`config.mk`:
```
export PLATFORM = sky130hd
export DESIGN_NAME = mult_operand_sequencer
export DESIGN_NICKNAME = d
export VERILOG_FILES = /design/src/rtl/mult_seq_pkg.sv /design/src/rtl/mult_operand_sequencer.sv
export SDC_FILE = /design/constraint.sdc
export NUM_CORES = 1
export LEC_CHECK = 0
export BUFFER_PORTS_ARGS = -buffer_cell sky130_fd_sc_hd__buf_4
export CAP_MARGIN = 25
export CELL_PAD_IN_SITES_DETAIL_PLACEMENT = 1
export CELL_PAD_IN_SITES_GLOBAL_PLACEMENT = 1
export CORE_ASPECT_RATIO = 1.25
export CORE_MARGIN = 3
export CORE_UTILIZATION = 36
export CTS_CLUSTER_DIAMETER = 40
export DETAILED_ROUTE_END_ITERATION = 7
export PLACE_DENSITY = 0.85
export SLEW_MARGIN = 20
export SYNTH_ARGS = -nofsm -noshare
export SYNTH_HDL_FRONTEND = slang
export SYNTH_SLANG_ARGS = --single-unit
```
`constraint.sdc`:
```
create_clock -name clk -period 1.6 [get_ports clk]
set_input_delay 0.32 -clock clk [delete_from_list [all_inputs] [get_ports clk]]
set_output_delay 0.32 -clock clk [all_outputs]
set_load 0.005 [all_outputs]
```
`src/rtl/mult_seq_pkg.sv`:
```
// Shared types and constants for the multiplier operand sequencer.
package mult_seq_pkg;

  localparam int WIDTH_DEFAULT = 8;

  typedef enum logic [1:0] {
    LOAD_A = 2'd0,
    LOAD_B = 2'd1,
    CALC   = 2'd2,
    HOLD   = 2'd3
  } state_t;

endpackage

```
`src/rtl/mult_operand_sequencer.sv`:
```
// Collects two serial operands for an external combinational multiplier,
// registers its product and hands it off over a valid/ready interface.
module mult_operand_sequencer
  import mult_seq_pkg::*;
#(
  parameter int WIDTH = WIDTH_DEFAULT
) (
  input  logic               clk,
  input  logic               rst,
  input  logic               clear,
  input  logic [WIDTH-1:0]   in_data,
  input  logic               in_valid,
  output logic               in_ready,
  output logic [WIDTH-1:0]   first,
  output logic [WIDTH-1:0]   second,
  input  logic [2*WIDTH-1:0] result,
  output logic [2*WIDTH-1:0] out_data,
  output logic               out_valid,
  input  logic               out_ready,
  output logic               busy,
  output logic [7:0]         op_count
);

  state_t             state_q, state_d;
  logic [WIDTH-1:0]   first_q, first_d;
  logic [WIDTH-1:0]   second_q, second_d;
  logic [2*WIDTH-1:0] out_data_q, out_data_d;
  logic               out_valid_q, out_valid_d;
  logic [7:0]         op_count_q, op_count_d;

  always_ff @(posedge clk or posedge rst) begin
    if (rst) begin
      state_q     <= LOAD_A;
      first_q     <= '0;
      second_q    <= '0;
      out_data_q  <= '0;
      out_valid_q <= 1'b0;
      op_count_q  <= 8'd0;
    end else begin
      state_q     <= state_d;
      first_q     <= first_d;
      second_q    <= second_d;
      out_data_q  <= out_data_d;
      out_valid_q <= out_valid_d;
      op_count_q  <= op_count_d;
    end
  end

  always_comb begin
    state_d     = state_q;
    first_d     = first_q;
    second_d    = second_q;
    out_data_d  = out_data_q;
    out_valid_d = out_valid_q;
    op_count_d  = op_count_q;
    in_ready    = (state_q == LOAD_A) || (state_q == LOAD_B);
    busy        = (state_q != LOAD_A);

    case (state_q)
      LOAD_A: begin
        if (in_valid && in_ready) begin
          first_d = in_data;
          state_d = LOAD_B;
        end
      end
      LOAD_B: begin
        if (in_valid && in_ready) begin
          second_d = in_data;
          state_d  = CALC;
        end
      end
      CALC: begin
        // The multiplier has had a full cycle to settle on the new operands.
        out_data_d  = result;
        out_valid_d = 1'b1;
        state_d     = HOLD;
      end
      HOLD: begin
        if (out_valid_q && out_ready) begin
          out_valid_d = 1'b0;
          op_count_d  = op_count_q + 8'd1;
          state_d     = LOAD_A;
        end
      end
      default: state_d = LOAD_A;
    endcase

    // Abort wins over everything, including a handshake on the same edge.
    if (clear) begin
      state_d     = LOAD_A;
      first_d     = '0;
      second_d    = '0;
      out_data_d  = '0;
      out_valid_d = 1'b0;
      op_count_d  = op_count_q;
    end
  end

  assign first     = first_q;
  assign second    = second_q;
  assign out_data  = out_data_q;
  assign out_valid = out_valid_q;
  assign op_count  = op_count_q;

endmodule

```
==> impl_metrics.py, run 1 <==
metrics = {
    "final_layout": {
        "diodes": 0,
        "nFillCells": 575,
        "drive_gt1_share_pct": 38.0,
        "layout.cells.non_filler": 320,
        "area_delta_synth_final_pct": 41.1,
        "layout.nets": 293,
    },
    "synth": {
        "synth_top_area_share_pct": 56.2,
        "yosys_register_bits": 43,
        "synth_top_area_cell": "dfrtp_1",
        "synthCells": 180,
        "synth-main-ff-cell": "dfrtp_1",
        "netlist_area_sq_mm": 0.00191,
        "synth.area.top_cells": "dfrtp_1, mux2i_1, nand2_1",
        "ys_warn_count": 0,
        "synthTopCellsByCount": "dfrtp_1, nand2_1, mux2i_1, nor2_1",
        "synthArstFlopShare_pct": 100,
        "yosysUniqueCellTypes": 23,
        "yosys.cell_count.top_type": "dfrtp_1",
        "seq_area_frac_synth_pct": 56.2,
        "syn_avg_cell_area_sq_um": 10.6,
        "syn_nets": 214,
        "synth-edff-count": 0,
    },
    "pwr": {
        "seqPwrFrac_pct": 42.3,
        "ir_worst_vdd_mv": 0.501,
        "finalPower_w": 0.00329,
        "swShare_pct": 31.7,
        "comb_power_share_pct": 38.9,
        "power.density_mw_per_mm2": 1220,
        "clkPwrFrac_pct": 18.8,
        "leakage_nw": 1.35,
        "internal_power_w": 0.00225,
        "p_switching_w": 0.00104,
    },
    "route": {
        "wirelength_um": 4960,
        "routed_via_density": 4.89,
        "wire_per_inst_um": 15.5,
        "vias": 1566,
        "firstDrtPassIters": 6,
        "ant_nets": 0,
        "drtIter0Drc": 47,
        "drc": 0,
    },
    "clock_network": {
        "clkTransAtPathRegs_ps": 70,
        "cts_max_level": 2,
        "cts_buffers": 5,
        "clock_latency_ps": 290,
        "clockBufferDepth": 2,
        "cts.sinks": 43,
        "cts_root_buffer": "clkbuf_8",
        "cts_tree": "done",
    },
    "sta": {
        "fin_ws_ps": 2.00,
        "period_needed_ps": 1600,
        "rsz0062_at_grt": "true",
        "relSlewSlack_pct": 62.2,
        "finalCritPeriodShare_pct": 99.9,
        "setup_viol": 0,
        "skew_ps": 5.26,
        "worst_slew_pin_slew_ps": 564,
        "drv_slew": 0,
        "report.final.hold_viol_count": 0,
        "clock.fmax_mhz": 626,
    },
    "placement": {
        "portBuffers": 71,
        "dp_hpwl_um": 3710,
        "placed_cells": 309,
        "pre_cts_slack_ps": 130,
        "place_congestion": 0.763,
    },
    "setup_path": {
        "worst_ep_required_time_ps": 1280,
        "end_kind": "output pin",
        "ff2ff_setup_slack_ps": 100,
        "crit_arrival_ps": 1280,
        "timing.rr.start": "state_q[0]",
        "crit_fanout": 3,
        "path_class": "register to output pin",
        "reg2reg_depth": 7,
        "cp-start-kind": "register",
        "r2r-end": "out_data[7]",
    },
    "global_routing": {
        "grt_pass1_wl_um": 8450,
        "grt-ovfl-total": 0,
        "grt_max_degree": 25,
        "grt_usage_pct": 17.5,
        "antenna_found_initial": 0,
        "grt_pass1_vias": 1690,
    },
    "hold_path": {
        "hp-class": "primary input to async pin",
    },
    "floorplan": {
        "die_w_um": 71.2,
        "initial_core_util_pct": 37.4,
        "boundaryPins": 72,
        "die-area_sq_mm": 0.00623,
        "core_area_sq_mm": 0.00512,
        "die_y_um": 87.5,
        "num_rows": 29,
    },
    "flow_run": {
        "maxCapViolCount": 0,
    },
    "outcome": {
        "status": "complete, no violations",
    },
}
repair_timing:
| action | CTS | global route |
|---|---|---|
| hold buffers | 0 | 0 |
| endpoints found under the setup margin | 2 | 7 |
| gates resized for setup | 8 | 6 |
| pin swaps | 2 | 1 |
| buffers inserted | 3 | 2 |
cells by family after synthesis:
| group | Yosys count | synth area share [%] |
|---|---|---|
| XOR/XNOR | 7 | 3.20 |
| flip-flops | 43 | 56.2 |
| AO/OA/AOI/OAI | 19 | 5.56 |
| adder cells (fa/ha/maj) | 5 | 3.27 |
| multiplexers | 18 | 9.42 |
| buffers and inverters | 17 | 4.19 |
| AND/OR/NAND/NOR | 71 | 18.1 |
metal layers:
layer / wire (um) / global-route usage (%) / vias up
met5: 0 / 0 / -
met2: 2670 / 31.0 / 41
met3: 254 / 3.46 / 7
met4: 91 / 7.18 / 0
li1: - / - / 757
met1: 1940 / 20.5 / 761
placed cells by master, fill, tap and decap left out, types with 2 or more instances in the layout:
master    instances
nand2_1          26
xnor2_1           5
nor2_1           18
xor2_1            2
ha_4              2
mux2i_1          18
dfrtp_1          43
nand3_1          17
a21oi_1          17
nand4_1           3
inv_1             4
buf_4            78
clkbuf_8          5
ha_2              2
inv_2             2
buf_12            2
how the worst max path moves through the flow:
stage	startpoint	endpoint	slack [ps]	cells after the start
4_1_cts	state_q[1]	in_ready	-10	4
3_3_place_gp	state_q[0]	state_q[1]	220	5
3_5_place_dp	state_q[0]	state_q[1]	130	5
2_1_floorplan	state_q[1]	state_q[0]	140	6
6_report	state_q[1]	in_ready	2	4
5_1_grt	state_q[0]	in_ready	-50	4
power groups by stage:
stage               registers, W  clock network, W  logic, W
global placement         0.00140                 0   0.00106
finish                   0.00139          0.000617   0.00128
global route             0.00142          0.000699   0.00143
floorplan                0.00140                 0  0.000547
CTS                      0.00139          0.000651   0.00122
detailed placement       0.00142                 0   0.00110
critical path, cell delays in order (launching register included):
cell	delay (ps)
dfrtp_1	360
inv_2	70
ha_2	190
or2_4	260
buf_6	120
registers in the layout (all words and copies together) (netlist names):
register / flops
out_data: 16
first: 8
op_count: 8
second: 8
state_q: 2
out_valid: 1
layout make-up:
cell class / instances / area (sq um) / share of cell area, %
Inverter: 7 / 26.3 / 0.974
Sequential cell: 43 / 1080 / 39.9
Multi-Input combinational cell: 120 / 795 / 29.4
Timing Repair Buffer: 82 / 652 / 24.2
Clock buffer: 6 / 72.6 / 2.69
Tap cell: 62 / 77.6 / 2.87
metrics by stage:
stage / hold WS (ps) / setup TNS, ps / area [sq um] / utilization [%]
after floorplan: 462 / 0 / 1910 / -
after global placement: 333 / 0 / 2540 / 49.6
after detailed placement: 339 / 0 / 2540 / 49.6
after CTS: 20.7 / -11.6 / 2660 / 52.0
after global routing: 37.5 / -51.7 / 2700 / 52.8
final: 19.4 / 0 / 2700 / 52.8
No activity file was read; power rests on OpenSTA's default activity.
==> inputs of run 2 (changes only) <==
- GPL_TIMING_DRIVEN: not set -> 0
- SLEW_MARGIN: 20 -> 30
==> impl_metrics.py, run 2 (same netlist as run 1, synthesis figures left out) <==
metrics = {
    "outcome": {
        "status": "finished, violations left",
        "failed_checks": "setup timing",
    },
    "sta": {
        "skew_ps": 7.56,
        "setup_viol": 1,
        "finalCritPeriodShare_pct": 101,
        "drv_slew": 0,
        "clock.fmax_mhz": 621,
        "worst_slew_pin_slew_ps": 479,
        "relSlewSlack_pct": 68.1,
        "tns_ps": -10.5,
        "fin_ws_ps": -10.5,
        "period_needed_ps": 1610,
        "report.final.hold_viol_count": 0,
        "rsz0062_at_grt": "true",
    },
    "clock_network": {
        "cts_max_level": 2,
        "cts_buffers": 5,
        "cts_tree": "done",
        "clockBufferDepth": 2,
        "cts_root_buffer": "clkbuf_8",
        "clkTransAtPathRegs_ps": 80,
        "clock_latency_ps": 290,
        "cts.sinks": 43,
    },
    "setup_path": {
        "crit_arrival_ps": 1290,
        "cpPeakStageDelay_ps": 430,
        "critPathSlowestCell": "dfrtp_2",
        "crit_fanout": 3,
        "end_kind": "output pin",
        "worst_ep_required_time_ps": 1280,
        "cp-start-kind": "register",
        "crit_chain": "inv_4 > ha_4 > or2_4 > buf_6",
        "path_class": "register to output pin",
    },
    "global_routing": {
        "antenna_found_initial": 0,
        "grt_pass1_vias": 1703,
        "grt_max_degree": 30,
        "grt_pass1_wl_um": 8530,
        "grt_usage_pct": 17.5,
        "grt-ovfl-total": 0,
    },
    "final_layout": {
        "final_common_cell": "buf_4",
        "layout.cells.non_filler": 322,
        "drive_gt1_share_pct": 38.1,
        "layout.nets": 294,
        "area_delta_synth_final_pct": 41.4,
        "diodes": 0,
        "final_cell_mix": "buf_4, dfrtp_1, nand2_1, nor2_1",
        "largest_register_ff_count": 16,
    },
    "route": {
        "wirelength_um": 5010,
        "vias": 1578,
        "drc": 0,
        "wire_per_inst_um": 15.5,
        "routed_via_density": 4.90,
        "ant_nets": 0,
        "drtIter0Drc": 33,
        "firstDrtPassIters": 4,
    },
    "floorplan": {
        "initial_core_util_pct": 37.4,
        "core_area_sq_mm": 0.00512,
        "die_w_um": 71.2,
        "boundaryPins": 72,
        "die_y_um": 87.5,
        "num_rows": 29,
        "die-area_sq_mm": 0.00623,
    },
    "placement": {
        "placed_cells": 312,
        "dp_hpwl_um": 3780,
        "place_congestion": 0.766,
        "portBuffers": 69,
    },
    "pwr": {
        "power.density_mw_per_mm2": 1230,
        "leakage_nw": 1.36,
        "ir_worst_vdd_mv": 0.646,
    },
    "flow_run": {
        "maxCapViolCount": 0,
    },
    "hold_path": {
        "hp-class": "primary input to register",
    },
}
run 2: cell count changes in the layout (fill, tap and decap cells not counted), sizes merged:
cell         previous run  this run
buf                    82        78
clkbuf                  6        10
dlygate4sd3             0         1
inv                     6         7
run 2: final timing paths:
kind,start,to,slack [ps],depth (start not counted)
setup reg to reg,state_q[0],state_q[0],80,6
hold reg to reg,op_count[5],op_count[5],520,1
max in group asynchronous,rst,out_data[5],570,4
hold / removal,clear,first[5],220,2
min in group asynchronous,rst,out_data[6],560,3
setup / recovery,state_q[0],in_ready,-10,4
run 2: layout make-up:
type                       instances  area (sq um)
fill                             601          2410
sequential                        43          1080
multi-input combinational        120           791
timing repair buffer              75           586
clock buffer                       6          82.6
tap                               62          77.6
buffer                             8          57.6
inverter                           7          28.8
clock inverter                     1          5.00
run 2: critical path: cells and delay by family (launching register included):
kind	cells	cell delay [ps]
DFF	1	430
and+or+nand+nor	1	230
buffers and inverters	2	170
adders and majority gates	1	160
run 2: repair_timing:
item | CTS | global route
buffers inserted | 3 | 1
pin swaps | 1 | 4
gates resized for setup | 15 | 5
endpoints found under the hold margin | 9 | 0
endpoints found under the setup margin | 14 | 10
hold buffers | 1 | 0
run 2: through the flow:
stage / total power (W) / cell area [sq um] / util [%] / worst slack, ps / hold WS (ps)
after CTS: 0.00334 / 2700 / 52.7 / -30.8 / 211
after detailed placement: 0.00247 / 2530 / 49.4 / -77.8 / 313
after floorplan: 0.00195 / 1910 / - / 138 / 462
after global placement: 0.00241 / 2510 / 49.0 / -336 / 458
final: 0.00333 / 2710 / 52.9 / -10.5 / 215
after global routing: 0.00358 / 2710 / 52.9 / -64.4 / 227
run 2: layer usage:
metal  track usage, %  vias to the layer above  part of all wire, %
met4             8.72                        0                  1.8
met5                0                        -                    0
met2             30.1                       45                   53
met1             20.9                      766                   40
met3             3.23                        8                  5.0
li1                 -                      759                    -
run 2: where the power goes:
part	leakage [nW]	internal [W]	switching [W]	total (W)
clock network	0.0470	0.000339	0.000349	0.000687
logic	0.728	0.000670	0.000569	0.00124
registers	0.583	0.00126	0.000141	0.00140
==> inputs of run 3 (changes only) <==
- ABC_AREA: not set -> 1
- CELL_PAD_IN_SITES_GLOBAL_PLACEMENT: 1 -> 2
- CORE_UTILIZATION: 36 -> 29
==> impl_metrics.py, run 3 <==
metrics = {
    "setup_path": {
        "cpPeakStageDelay_ps": 420,
        "crit_chain": "inv_2 > ha_4 > or2_4 > buf_6",
        "crit_fanout": 3,
        "cpLargestDelayFamily": "flip-flops",
        "crit_arrival_ps": 1300,
        "timing.rr.start": "state_q[0]",
        "cp-start-kind": "register",
        "ff2ff_setup_slack_ps": 90,
        "critPathSlowestCell": "dfrtp_2",
        "path_class": "register to output pin",
        "r2r-end": "out_data[9]",
        "worst_ep_required_time_ps": 1280,
        "critPathBufInv": 2,
        "end_kind": "output pin",
        "reg2reg_depth": 7,
    },
    "synth": {
        "synthTopCellsByCount": "dfrtp_1, inv_1, nand2_1",
        "ys_warn_count": 0,
        "syn_avg_cell_area_sq_um": 9.87,
        "netlist_area_sq_mm": 0.00204,
        "yosysUniqueCellTypes": 24,
        "syn_nets": 241,
        "synth-edff-count": 0,
        "synth.area.top_cells": "dfrtp_1, mux2_2, inv_1",
        "synth-main-ff-cell": "dfrtp_1",
        "yosys.cell_count.top_type": "dfrtp_1",
        "yosys_register_bits": 43,
        "synthArstFlopShare_pct": 100,
        "synth_top_area_share_pct": 52.7,
        "seq_area_frac_synth_pct": 52.7,
        "synthCells": 207,
        "synth_top_area_cell": "dfrtp_1",
    },
    "global_routing": {
        "grt_pass1_vias": 1860,
        "grt_pass1_wl_um": 8870,
        "antenna_found_initial": 0,
        "grt-ovfl-total": 0,
        "grt_max_degree": 24,
        "grt_usage_pct": 14.1,
    },
    "final_layout": {
        "drive_gt1_share_pct": 45.9,
        "layout.nets": 329,
        "diodes": 0,
        "area_delta_synth_final_pct": 45.4,
        "nFillCells": 780,
        "largest_register_ff_count": 16,
        "design_area_sq_mm": 0.00297,
        "final_common_cell": "buf_4",
        "utilization_pct": 44.4,
        "final_cell_mix": "buf_4, dfrtp_1, inv_1, nand2_1, nand3_1",
    },
    "route": {
        "routed_via_density": 4.46,
        "wirelength_um": 5450,
        "vias": 1707,
        "firstDrtPassIters": 4,
        "drt-met1-wl_um": 2140,
        "ant_nets": 0,
        "wl_met3_um": 465,
        "drtIter0Drc": 42,
        "top_layer_used": "met4",
        "drc": 0,
        "wire_per_inst_um": 14.2,
        "wl_met2_um": 2780,
    },
    "clock_network": {
        "cts.sinks": 43,
        "clock_latency_ps": 300,
        "cts_max_level": 2,
        "clkTransAtPathRegs_ps": 90,
        "ctsHoldBuffers": 0,
        "cts_buffers": 5,
        "cts_tree": "done",
        "cts_root_buffer": "clkbuf_8",
        "clockBufferDepth": 2,
    },
    "outcome": {
        "status": "finished, violations left",
        "failed_checks": "setup timing",
    },
    "hold_path": {
        "hp-class": "primary input to async pin",
    },
    "placement": {
        "place_congestion": 0.705,
        "pre_cts_slack_ps": 67.6,
        "placed_cell_area_sq_mm": 0.00271,
        "portBuffers": 71,
        "dp_hpwl_um": 3900,
    },
    "sta": {
        "fin_ws_ps": -15.3,
        "report.final.hold_viol_count": 0,
        "setup_viol": 1,
        "clock.fmax_mhz": 619,
        "relSlewSlack_pct": 67.7,
        "tns_ps": -15.3,
        "finalCritPeriodShare_pct": 101,
        "skew_ps": 4.75,
        "worst_slew_pin_slew_ps": 485,
        "rsz0062_at_grt": "true",
        "period_needed_ps": 1620,
        "drv_slew": 0,
    },
    "floorplan": {
        "die_y_um": 99.8,
        "die-area_sq_mm": 0.00809,
        "boundaryPins": 72,
        "die_w_um": 81.1,
        "initial_core_util_pct": 30.5,
        "core_area_sq_mm": 0.00669,
        "num_rows": 33,
    },
    "pwr": {
        "ir_worst_vdd_mv": 0.608,
        "power.density_mw_per_mm2": 1250,
        "comb_power_share_pct": 35.3,
        "seqPwrFrac_pct": 37.3,
        "clkPwrFrac_pct": 27.4,
        "leakage_nw": 1.53,
        "swShare_pct": 29.4,
        "p_switching_w": 0.00109,
        "internal_power_w": 0.00262,
    },
    "flow_run": {
        "maxCapViolCount": 0,
    },
}
[run 3: cell count changes in the layout (fill, tap and decap cells not counted), moves of 9 or more]
cell	previous run	this run
inv_1	3	32
mux2i_1	17	0
a21oi_1	17	1
mux2_2	0	16
o21ai_2	0	10
buf_4	71	80
o21ai_0	1	10
[run 3: per-layer routing]
metal / up-vias / GRT usage (%)
li1: 827 / -
met1: 819 / 16.3
met2: 55 / 24.1
met3: 6 / 5.39
met4: 0 / 3.90
met5: - / 0
[run 3: power by group through the flow]
stage	clock, W	combinational, W	sequential [W]
final	0.00102	0.00131	0.00139
after global routing	0.00108	0.00146	0.00141
after CTS	0.00105	0.00125	0.00138
after detailed placement	0	0.00105	0.00140
after floorplan	0	0.000542	0.00139
after global placement	0	0.00102	0.00140
[run 3: final cells by class]
cell class | instances | area (sq um) | share of cell area (%)
Sequential cell | 43 | 1080 | 36.3
Clock inverter | 2 | 60.1 | 2.02
Tap cell | 87 | 109 | 3.66
Clock buffer | 6 | 72.6 | 2.44
Inverter | 36 | 140 | 4.72
Buffer | 6 | 60.1 | 2.02
Timing Repair Buffer | 82 | 649 | 21.9
Multi-Input combinational cell | 121 | 802 | 27.0
[run 3: cell families after synthesis]
family / count (synthesis) / share of synthesized area, %
fa+ha+maj: 5 / 3.06
mux: 16 / 8.82
xor+xnor: 3 / 1.29
simple gates: 74 / 16.7
flops: 43 / 52.7
compound gates: 23 / 7.47
buf+inv: 43 / 10.0
[run 3: worst max-delay path by stage]
stage             endpoint       start  slack (ps)  cells after the start
5_1_grt           in_ready  state_q[0]         -60                      4
3_5_place_dp   out_data[0]  state_q[0]          70                      7
6_report          in_ready  state_q[0]         -20                      4
2_1_floorplan  out_data[0]  state_q[0]         220                      7
3_3_place_gp      first[4]         rst        -400                      2
4_1_cts           in_ready  state_q[0]         -20                      4
[run 3: through the flow]
| step | instances | hold slack (ps) | power, W |
|---|---|---|---|
| 3_5_place_dp | 366 | 382 | 0.00245 |
| 6_report | 383 | 40.7 | 0.00371 |
| 3_3_place_gp | 365 | 495 | 0.00242 |
| 4_1_cts | 381 | 46.7 | 0.00368 |
| 2_1_floorplan | 207 | 470 | 0.00194 |
| 5_1_grt | 383 | 69.3 | 0.00395 |
[run 3: repair_timing]
| action | 4_1_cts | 5_1_grt |
|---|---|---|
| buffers inserted | 7 | 3 |
| pin swaps | 1 | 5 |
| cloned | 0 | 1 |
| resized for setup | 9 | 4 |
| endpoints found under the setup margin | 1 | 12 |
